## config.mk

```make
export PLATFORM = sky130hd
export DESIGN_NAME = ts_out_stub_window_match
export DESIGN_NICKNAME = d
export VERILOG_FILES = /design/src/rtl/ts_out_stub_window_match.sv
export SDC_FILE = /design/constraint.sdc
export NUM_CORES = 1
export LEC_CHECK = 0
export ABC_CLOCK_PERIOD_IN_PS = 3300
export CORE_MARGIN = 3
export CORE_UTILIZATION = 53
export CTS_BUF_LIST = sky130_fd_sc_hd__clkbuf_4
export DETAILED_ROUTE_END_ITERATION = 8
export MAX_ROUTING_LAYER = met4
export PLACE_DENSITY = 0.94
export SYNTH_ARGS = -nofsm -noshare
export SYNTH_HDL_FRONTEND = slang
export SYNTH_SLANG_ARGS = --single-unit
```

## constraint.sdc

```tcl
create_clock -name clk -period 3.3 [get_ports clk]
set_input_delay 0.66 -clock clk [delete_from_list [all_inputs] [get_ports clk]]
set_output_delay 0.66 -clock clk [all_outputs]
set_load 0.05 [all_outputs]
```

## src/rtl/ts_out_stub_window_match.sv

```systemverilog
// Multi-lane outer-stub z window match for tracklet seeding.
// A window is latched from an inner stub. Outer stubs then stream through, N_LANES per beat,
// and each beat yields a per-lane match mask two cycles later. At the end of the list a
// saturating match count and an any-match flag are presented with a one-cycle done pulse.
module ts_out_stub_window_match #(
  parameter int unsigned Z_BITS    = 12,
  parameter int unsigned N_LANES   = 4,
  parameter int unsigned CNT_BITS  = 6,
  parameter bit          INCL_HIGH = 1'b1
) (
  input  logic                        clk,
  input  logic                        rst_n,
  input  logic                        win_load,
  input  logic [Z_BITS-1:0]           z_lim_low,
  input  logic [Z_BITS-1:0]           z_lim_high,
  output logic                        win_ready,
  input  logic                        stub_valid,
  input  logic                        stub_last,
  input  logic [N_LANES-1:0]          stub_lane_en,
  input  logic [N_LANES*Z_BITS-1:0]   stub_dat,
  output logic                        stub_drop,
  output logic                        match_valid,
  output logic [N_LANES-1:0]          match_mask,
  output logic                        done,
  output logic [CNT_BITS-1:0]         match_count,
  output logic                        any_match,
  output logic                        win_err
);

  localparam int unsigned PopW = $clog2(N_LANES + 1);
  localparam int unsigned SumW = CNT_BITS + PopW;
  localparam logic [CNT_BITS-1:0] CntMax = {CNT_BITS{1'b1}};

  typedef enum logic [2:0] {StIdle, StArmed, StScan, StFlush, StDone} state_e;

  state_e state_q, state_d;
  logic   flush_q, flush_d;

  logic                      accept;
  logic                      load_ok;
  logic signed [Z_BITS-1:0]  low_q, high_q;
  logic                      err_q;
  logic signed [Z_BITS-1:0]  lane_z;
  logic [N_LANES-1:0]        cmp_mask;
  logic                      s1_valid_q;
  logic [N_LANES-1:0]        s1_mask_q;
  logic                      s2_valid_q;
  logic [N_LANES-1:0]        s2_mask_q;
  logic [PopW-1:0]           pop;
  logic [SumW-1:0]           sum;
  logic [CNT_BITS-1:0]       count_q, count_d;
  logic                      drop_q;

  // A beat wins over a simultaneous load in ARMED, so the load is only taken without a beat.
  assign accept  = stub_valid & ((state_q == StArmed) | (state_q == StScan));
  assign load_ok = win_load & ((state_q == StIdle) | (state_q == StDone) |
                               ((state_q == StArmed) & ~stub_valid));

  // FSM state register
  always_ff @(posedge clk or negedge rst_n) begin
    if (!rst_n) begin
      state_q <= StIdle;
      flush_q <= 1'b0;
    end else begin
      state_q <= state_d;
      flush_q <= flush_d;
    end
  end

  // FSM next state; FLUSH lasts two cycles so the count has absorbed the last mask
  always_comb begin
    state_d = state_q;
    flush_d = 1'b0;
    unique case (state_q)
      StIdle: begin
        if (load_ok) state_d = StArmed;
      end
      StArmed: begin
        if (stub_valid) state_d = stub_last ? StFlush : StScan;
      end
      StScan: begin
        if (stub_valid && stub_last) state_d = StFlush;
      end
      StFlush: begin
        flush_d = ~flush_q;
        if (flush_q) state_d = StDone;
      end
      StDone: begin
        state_d = load_ok ? StArmed : StIdle;
      end
      default: state_d = StIdle;
    endcase
  end

  // FSM-derived outputs
  always_comb begin
    win_ready = (state_q == StIdle) | (state_q == StArmed) | (state_q == StDone);
    done      = (state_q == StDone);
    any_match = |count_q;
  end

  // Window bounds and inverted-window flag, captured on an accepted load
  always_ff @(posedge clk or negedge rst_n) begin
    if (!rst_n) begin
      low_q  <= '0;
      high_q <= '0;
      err_q  <= 1'b0;
    end else if (load_ok) begin
      low_q  <= $signed(z_lim_low);
      high_q <= $signed(z_lim_high);
      err_q  <= $signed(z_lim_low) > $signed(z_lim_high);
    end
  end

  // Per-lane signed compare against the held window
  always_comb begin
    cmp_mask = '0;
    lane_z   = '0;
    for (int k = 0; k < N_LANES; k++) begin
      lane_z = $signed(stub_dat[k*Z_BITS +: Z_BITS]);
      cmp_mask[k] = stub_lane_en[k] & ~err_q & (lane_z >= low_q) &
                    (INCL_HIGH ? (lane_z <= high_q) : (lane_z < high_q));
    end
  end

  // Two-stage match pipeline
  always_ff @(posedge clk or negedge rst_n) begin
    if (!rst_n) begin
      s1_valid_q <= 1'b0;
      s1_mask_q  <= '0;
      s2_valid_q <= 1'b0;
      s2_mask_q  <= '0;
    end else begin
      s1_valid_q <= accept;
      s1_mask_q  <= accept ? cmp_mask : '0;
      s2_valid_q <= s1_valid_q;
      s2_mask_q  <= s1_mask_q;
    end
  end

  assign match_valid = s2_valid_q;
  assign match_mask  = s2_mask_q;

  // Saturating count of matched lanes; a load clears it
  always_comb begin
    pop = '0;
    for (int k = 0; k < N_LANES; k++) begin
      pop = pop + PopW'(s2_mask_q[k]);
    end
    sum     = SumW'(count_q) + SumW'(pop);
    count_d = count_q;
    if (load_ok) begin
      count_d = '0;
    end else if (s2_valid_q) begin
      count_d = (sum > SumW'(CntMax)) ? CntMax : sum[CNT_BITS-1:0];
    end
  end

  // Count register and drop pulse for beats arriving outside ARMED/SCAN
  always_ff @(posedge clk or negedge rst_n) begin
    if (!rst_n) begin
      count_q <= '0;
      drop_q  <= 1'b0;
    end else begin
      count_q <= count_d;
      drop_q  <= stub_valid & ~accept;
    end
  end

  assign match_count = count_q;
  assign stub_drop   = drop_q;
  assign win_err     = err_q;

endmodule
```

## Word-level counts from Yosys, hierarchy flattened

Index checks and enable logic that the tools add are counted.

| cells by class | value |
|---|---|
| equal/unequal tests | 8 |
| $add $sub $neg | 4 |
| order comparisons | 10 |
| reduce and logical (&&, ||, !) cells | 5 |
| mux-type cells | 12 |
| bitwise logic cells | 25 |

Operators by type and width:

| kind | count |
|---|---|
| >= comparator 12 bit | 4 |
| less-or-equal comparator 12 bit | 4 |
| 2-to-1 mux 6 bit | 3 |
| bitwise AND 1 bit | 16 |
| case mux 3 bit (5 select lines) | 1 |
| > comparator 12 bit | 1 |
| 2-to-1 mux 3 bit | 4 |
| adder 6 x 3 -> 7 bit | 1 |
| > comparator 7 x 6 -> 1 bit, second input constant | 1 |
| equality test 3 x 2 -> 1 bit, second input constant | 2 |
| != test 2 bit, second input constant | 3 |
| OR reduction 6 bit | 1 |
| bitwise OR 1 bit | 5 |
| 2-to-1 mux 4 bit | 1 |
| NOT 1 bit | 4 |
| AND reduction 4 bit | 1 |
| adder 2 x 1 -> 3 bit | 1 |
| adder 3 x 1 -> 3 bit | 1 |
| equality test 3 x 1 -> 1 bit, second input constant | 1 |
| equality test 3 bit, second input constant | 1 |
| logical NOT 3 bit | 1 |
| 2-to-1 mux 1 bit | 3 |
| adder 1 x 1 -> 2 bit | 1 |
| != test 2 x 1 -> 1 bit, second input constant | 1 |
| other kinds (2) | 2 |

| storage, ports and cells | value |
|---|---|
| bits in registers | 46 |
| output and inout bits | 16 |

## Longest topological paths before layout

| depth | value |
|---|---|
| depth in word-level cells | 8 |
| gate-level depth with buffers | 9 |

## Worst setup path after synthesis

OpenSTA, ideal clock, no wires.

| path | value |
|---|---|
| kind | reg-to-reg |
| start point | register s2_mask_q[0] (netlist: match_mask[0]) |
| end point | register count_q[2] (netlist: match_count[2]) |
| stages on the path, launching flop included | 10 |
| setup time | 0.086 ns |
| buffers on the path | 0 |
| data arrival time | 2.513 ns |
| path slack | 0.701 ns |
| clock period less this slack | 2.599 ns |
| path through | dfrtp_1 -> fa_1 -> inv_1 -> fa_1 -> inv_1 -> fa_1 -> and3_1 -> nand3_1 -> and4_1 -> nor3_1 |

| on the way | value |
|---|---|
| cells in the longest elaborated chain, start to end | 8 |

RTL lines:

| item | line | source |
|---|---|---|
| start: declaration | 48 | `logic [N_LANES-1:0] s2_mask_q;` |
| start signal: assignment | 137 | `s2_mask_q <= s1_mask_q;` |
| adder 1 x 1 -> 2 bit (*) | 148 | `pop = pop + PopW'(s2_mask_q[k]);` |
| adder 2 x 1 -> 3 bit (*) | 148 |  |
| adder 3 x 1 -> 3 bit (*) | 148 |  |
| adder 6 x 3 -> 7 bit (*) | 150 | `sum = SumW'(count_q) + SumW'(pop);` |
| > comparator 7 x 6 -> 1 bit | 155 | `count_d = (sum > SumW'(CntMax)) ? CntMax : sum[CNT_BITS-1:0];` |
| 2-to-1 mux 6 bit (*) | 155 |  |
| 2-to-1 mux 6 bit (*) | 154 | `end else if (s2_valid_q) begin` |
| 2-to-1 mux 6 bit (*) | 152 | `if (load_ok) begin` |
| end signal: assignment | 165 | `count_q <= count_d;` |
| end: declaration | 51 | `logic [CNT_BITS-1:0] count_q, count_d;` |

Every way passes the cells marked *; elsewhere a longest branch is shown, timed or not. The select of a mux whose other input is x is not followed.
A chain may end at the register's enable or synchronous reset.

## Worst setup path in the final report

| path | value |
|---|---|
| start point | register state_q[1] |
| end point | output done |

| on the way | value |
|---|---|
| cells in the longest elaborated chain, start to end | 1 |

RTL lines:

| item | line | source |
|---|---|---|
| start: declaration | 36 | `state_e state_q, state_d;` |
| start signal: assignment | 62 | `state_q <= StIdle;` |
| start signal: assignment | 65 | `state_q <= state_d;` |
| equality test 3 bit | 98 | `done = (state_q == StDone);` |
| end: declaration | 24 | `output logic done,` |

No other way between the ends.

==> flow_summary_export.csv <==
group,metric,value,unit
run_status,outcome,"complete, no violations",
synth,async_reset_ff_share,100,%
synth,syn_area,0.00427,sq mm
synth,synth_seq_area_share,26.9,%
cts,clk_latency,380,ps
critical_path,crit_path_end_kind,"output port",
global_routing,grt_max_degree,50,
drt,dr_total_vias,3954,
sta,fmax,0.370,GHz
placement,dpl.cell_count,669,
drt,wl_met2,5.78,mm
drt,top_layer_used,"met4",
cells_and_area,seqCellArea,0.00115,sq mm
power_and_ir_drop,ir_drop,0.297,mV
cells_and_area,final_nets,767,
synth,synthMuxAreaShare,0,%
sta,hold_violations,0,
cts,post_cts_buffers,0,
die,num_rows,32,
drt,drt-pass1-iter-count,6,
synth,synth.largest_area_cell,"ha_1",
power_and_ir_drop,p_leak,2.59,nW
drt,dr.first_iter.drc_count,245,
synth,yosysTopAreaCellShare,31.9,%
cts,hold_buffers,0,
cts,cts_tree,"done",
critical_path,crit_arrival,2040,ps
sta,min_period,2700,ps
sta,setup_viol,0,
synth,ys_ff_latch,46,
cells_and_area,layout_commonest_cell,"ha_1",
sta,tightest_slew,1030,ps
sta,post-route-period-util,81.8,%
die,die-area,0.00917,sq mm
flow_run,drv_cap,0,
synth,synth_top_family_by_area,"adder cells",
synth,synth.distinct_cells,46,
synth,synth_edf_count,0,
sta,finClkSkew,21.6,ps
sta,rsz0062_at_grt,"false",
critical_path,path_class,"register to output port",
cts,root_buffer,"clkbuf_4",
synth,yosys.area_share.simple,14.5,%
cells_and_area,antenna_cells,0,
critical_path,worstSetupStartpointType,"register",
drt,via_per_inst,5.84,
cts,h-tree-depth,2,
synth,synthAdderAreaFrac,33.3,%
synth,synthXorXnorAreaFrac,0.205,%
die,start_util,55.0,%
die,core_area,0.00777,sq mm
global_routing,first_global_vias,3913,
sta,slew_headroom,31.0,%
cells_and_area,area_delta_synth_final,27.1,%
cells_and_area,multi_input_area,0.00286,sq mm
drt,ant_nets,0,
cts,numCtsBuffers,5,
synth,avgSynthCellArea,8.92,sq um
synth,synth_compound_area_share,18.9,%
drt,routed-wl-met3,693,um
die,die_h,95.8,um
sta,setup_tns,0,ps
critical_path,cp_max_fo,10,
min_path,hold_class,"register to register",
cts,path_clk_slew,160,ps
placement,dp_hpwl,9.72,mm
synth,synthCells,479,
synth,ys.flop_type,"dfrtp_1",
die,io_pins,97,
drt,routedWlPerCell,17.1,um
synth,synth_area_leaders,"ha_1 (32%), dfrtp_1 (27%), inv_1 (5.0%)",
cells_and_area,fillers,595,
critical_path,cp.required,2640,ps
cts,numClockSinks,46,
synth,yosys_warnings,0,
cells_and_area,final_cells,677,
placement,place_congestion,0.926,
drt,post-route-drc-count,0,
power_and_ir_drop,p_per_area,668,mW/mm^2
sta,finalMaxSlewViolations,0,
synth,syn_nets,672,
global_routing,grt_first_pass_wirelength,18.4,mm
global_routing,globalRoute.totalOverflow,0,
cells_and_area,layout_common_cells,"ha_1 (109), clkdlybuf4s50_1 (95), inv_1 (57)",
die,fp.dieW,95.8,um
global_routing,track_usage,26.6,%
cts,ctsLongestPathBuffers,2,
global_routing,antenna_found_initial,0,
placement,numPortBuffers,96,
drt,drt-total-wl,11.6,mm
cts,cts_resized,0,
drt,wl_met1,4.87,mm
cells_and_area,drive_gt1_share,2.26,%
==> sequential cells by signal (all words and copies together) (netlist names), 3 cells and up <==
register     flops
low_q           12
state_q          3
s1_mask_q        4
match_mask       4
match_count      6
high_q          12
==> path summary, 6_finish.rpt <==
| kind | depth (start not counted) | slack, ps | start | to |
|---|---|---|---|---|
| worst max register to register | 9 | 730 | match_mask[0] | match_count[2] |
| min in group asynchronous | 1 | 440 | rst_n | match_count[1] |
| worst max-delay path | 3 | 600 | state_q[1] | done |
| worst min-delay path | 0 | 370 | s1_valid_q | match_valid |
| worst min register to register | 0 | 370 | s1_valid_q | match_valid |
| max in group asynchronous | 1 | 2210 | rst_n | low_q[2] |
==> kinds of logic (layout without fill, tap and decap cells) <==
| kind of cell | Yosys count | in the layout |
|---|---|---|
| AOI/OAI and AO/OA | 130 | 130 |
| xor gates and xnor gates | 1 | 1 |
| adders and majority gates | 112 | 112 |
| buffers and inverters | 68 | 164 |
| DFF | 46 | 46 |
| and+or+nand+nor | 122 | 122 |
==> stage by stage <==
stage	hold WS [ps]	utilization (%)	total power [mW]	setup slack, ps	area (sq um)
after floorplan	331	-	2.44	701	4270
after detailed placement	335	68.5	3.16	619	5320
final	368	69.9	3.63	599	5430
after global placement	334	68.5	2.99	719	5320
after CTS	369	69.9	3.61	594	5430
after global routing	385	69.9	3.94	464	5430
==> synthesized netlist by cell type (2+ instances only) <==
library cell  number
o21ai_1           12
clkbuf_1           4
a221oi_1           5
nand3_1           15
nand2b_1           5
a31oi_1            3
a21o_1            10
a2111o_1           2
a311oi_1           2
and4_1             2
o21a_1             5
a211o_1            6
nand2_1           42
fa_1               3
a211oi_1           5
buf_2              5
o2111ai_1          2
nor2_1            15
nor2b_1            5
o21ai_0           37
a21oi_1           31
inv_1             57
nand4_1           11
ha_1             109
o211ai_1           4
nor4_1             7
nor3_1             9
nor3b_1            3
dfrtp_1           46
==> where the power goes <==
part	internal [mW]	switching, mW
sequential	0.765	0.146
combinational	0.919	1.36
clock	0.237	0.204
total	1.92	1.71
==> per-layer routing <==
metal  global-route usage, %  vias to the layer above
met5                       -                        -
met4                    8.65                        0
met3                    3.99                       27
met2                    45.1                      158
met1                    32.5                     1828
li1                        -                     1941
==> critical path: stages, from the launching register on <==
cell,delay [ps]
dfrtp_1,510
nor2_1,180
and2_1,160
clkdlybuf4s50_1,800
==> cell type report <==
type                    count  area share, %
clock inverters             3           1.27
inverters                  59           4.08
well taps                 102           2.35
clock buffers               5          0.691
multi-input cells         365           52.7
repair buffers             97           17.7
flip-flops and latches     46           21.2
No activity file was read; power rests on OpenSTA's default activity.
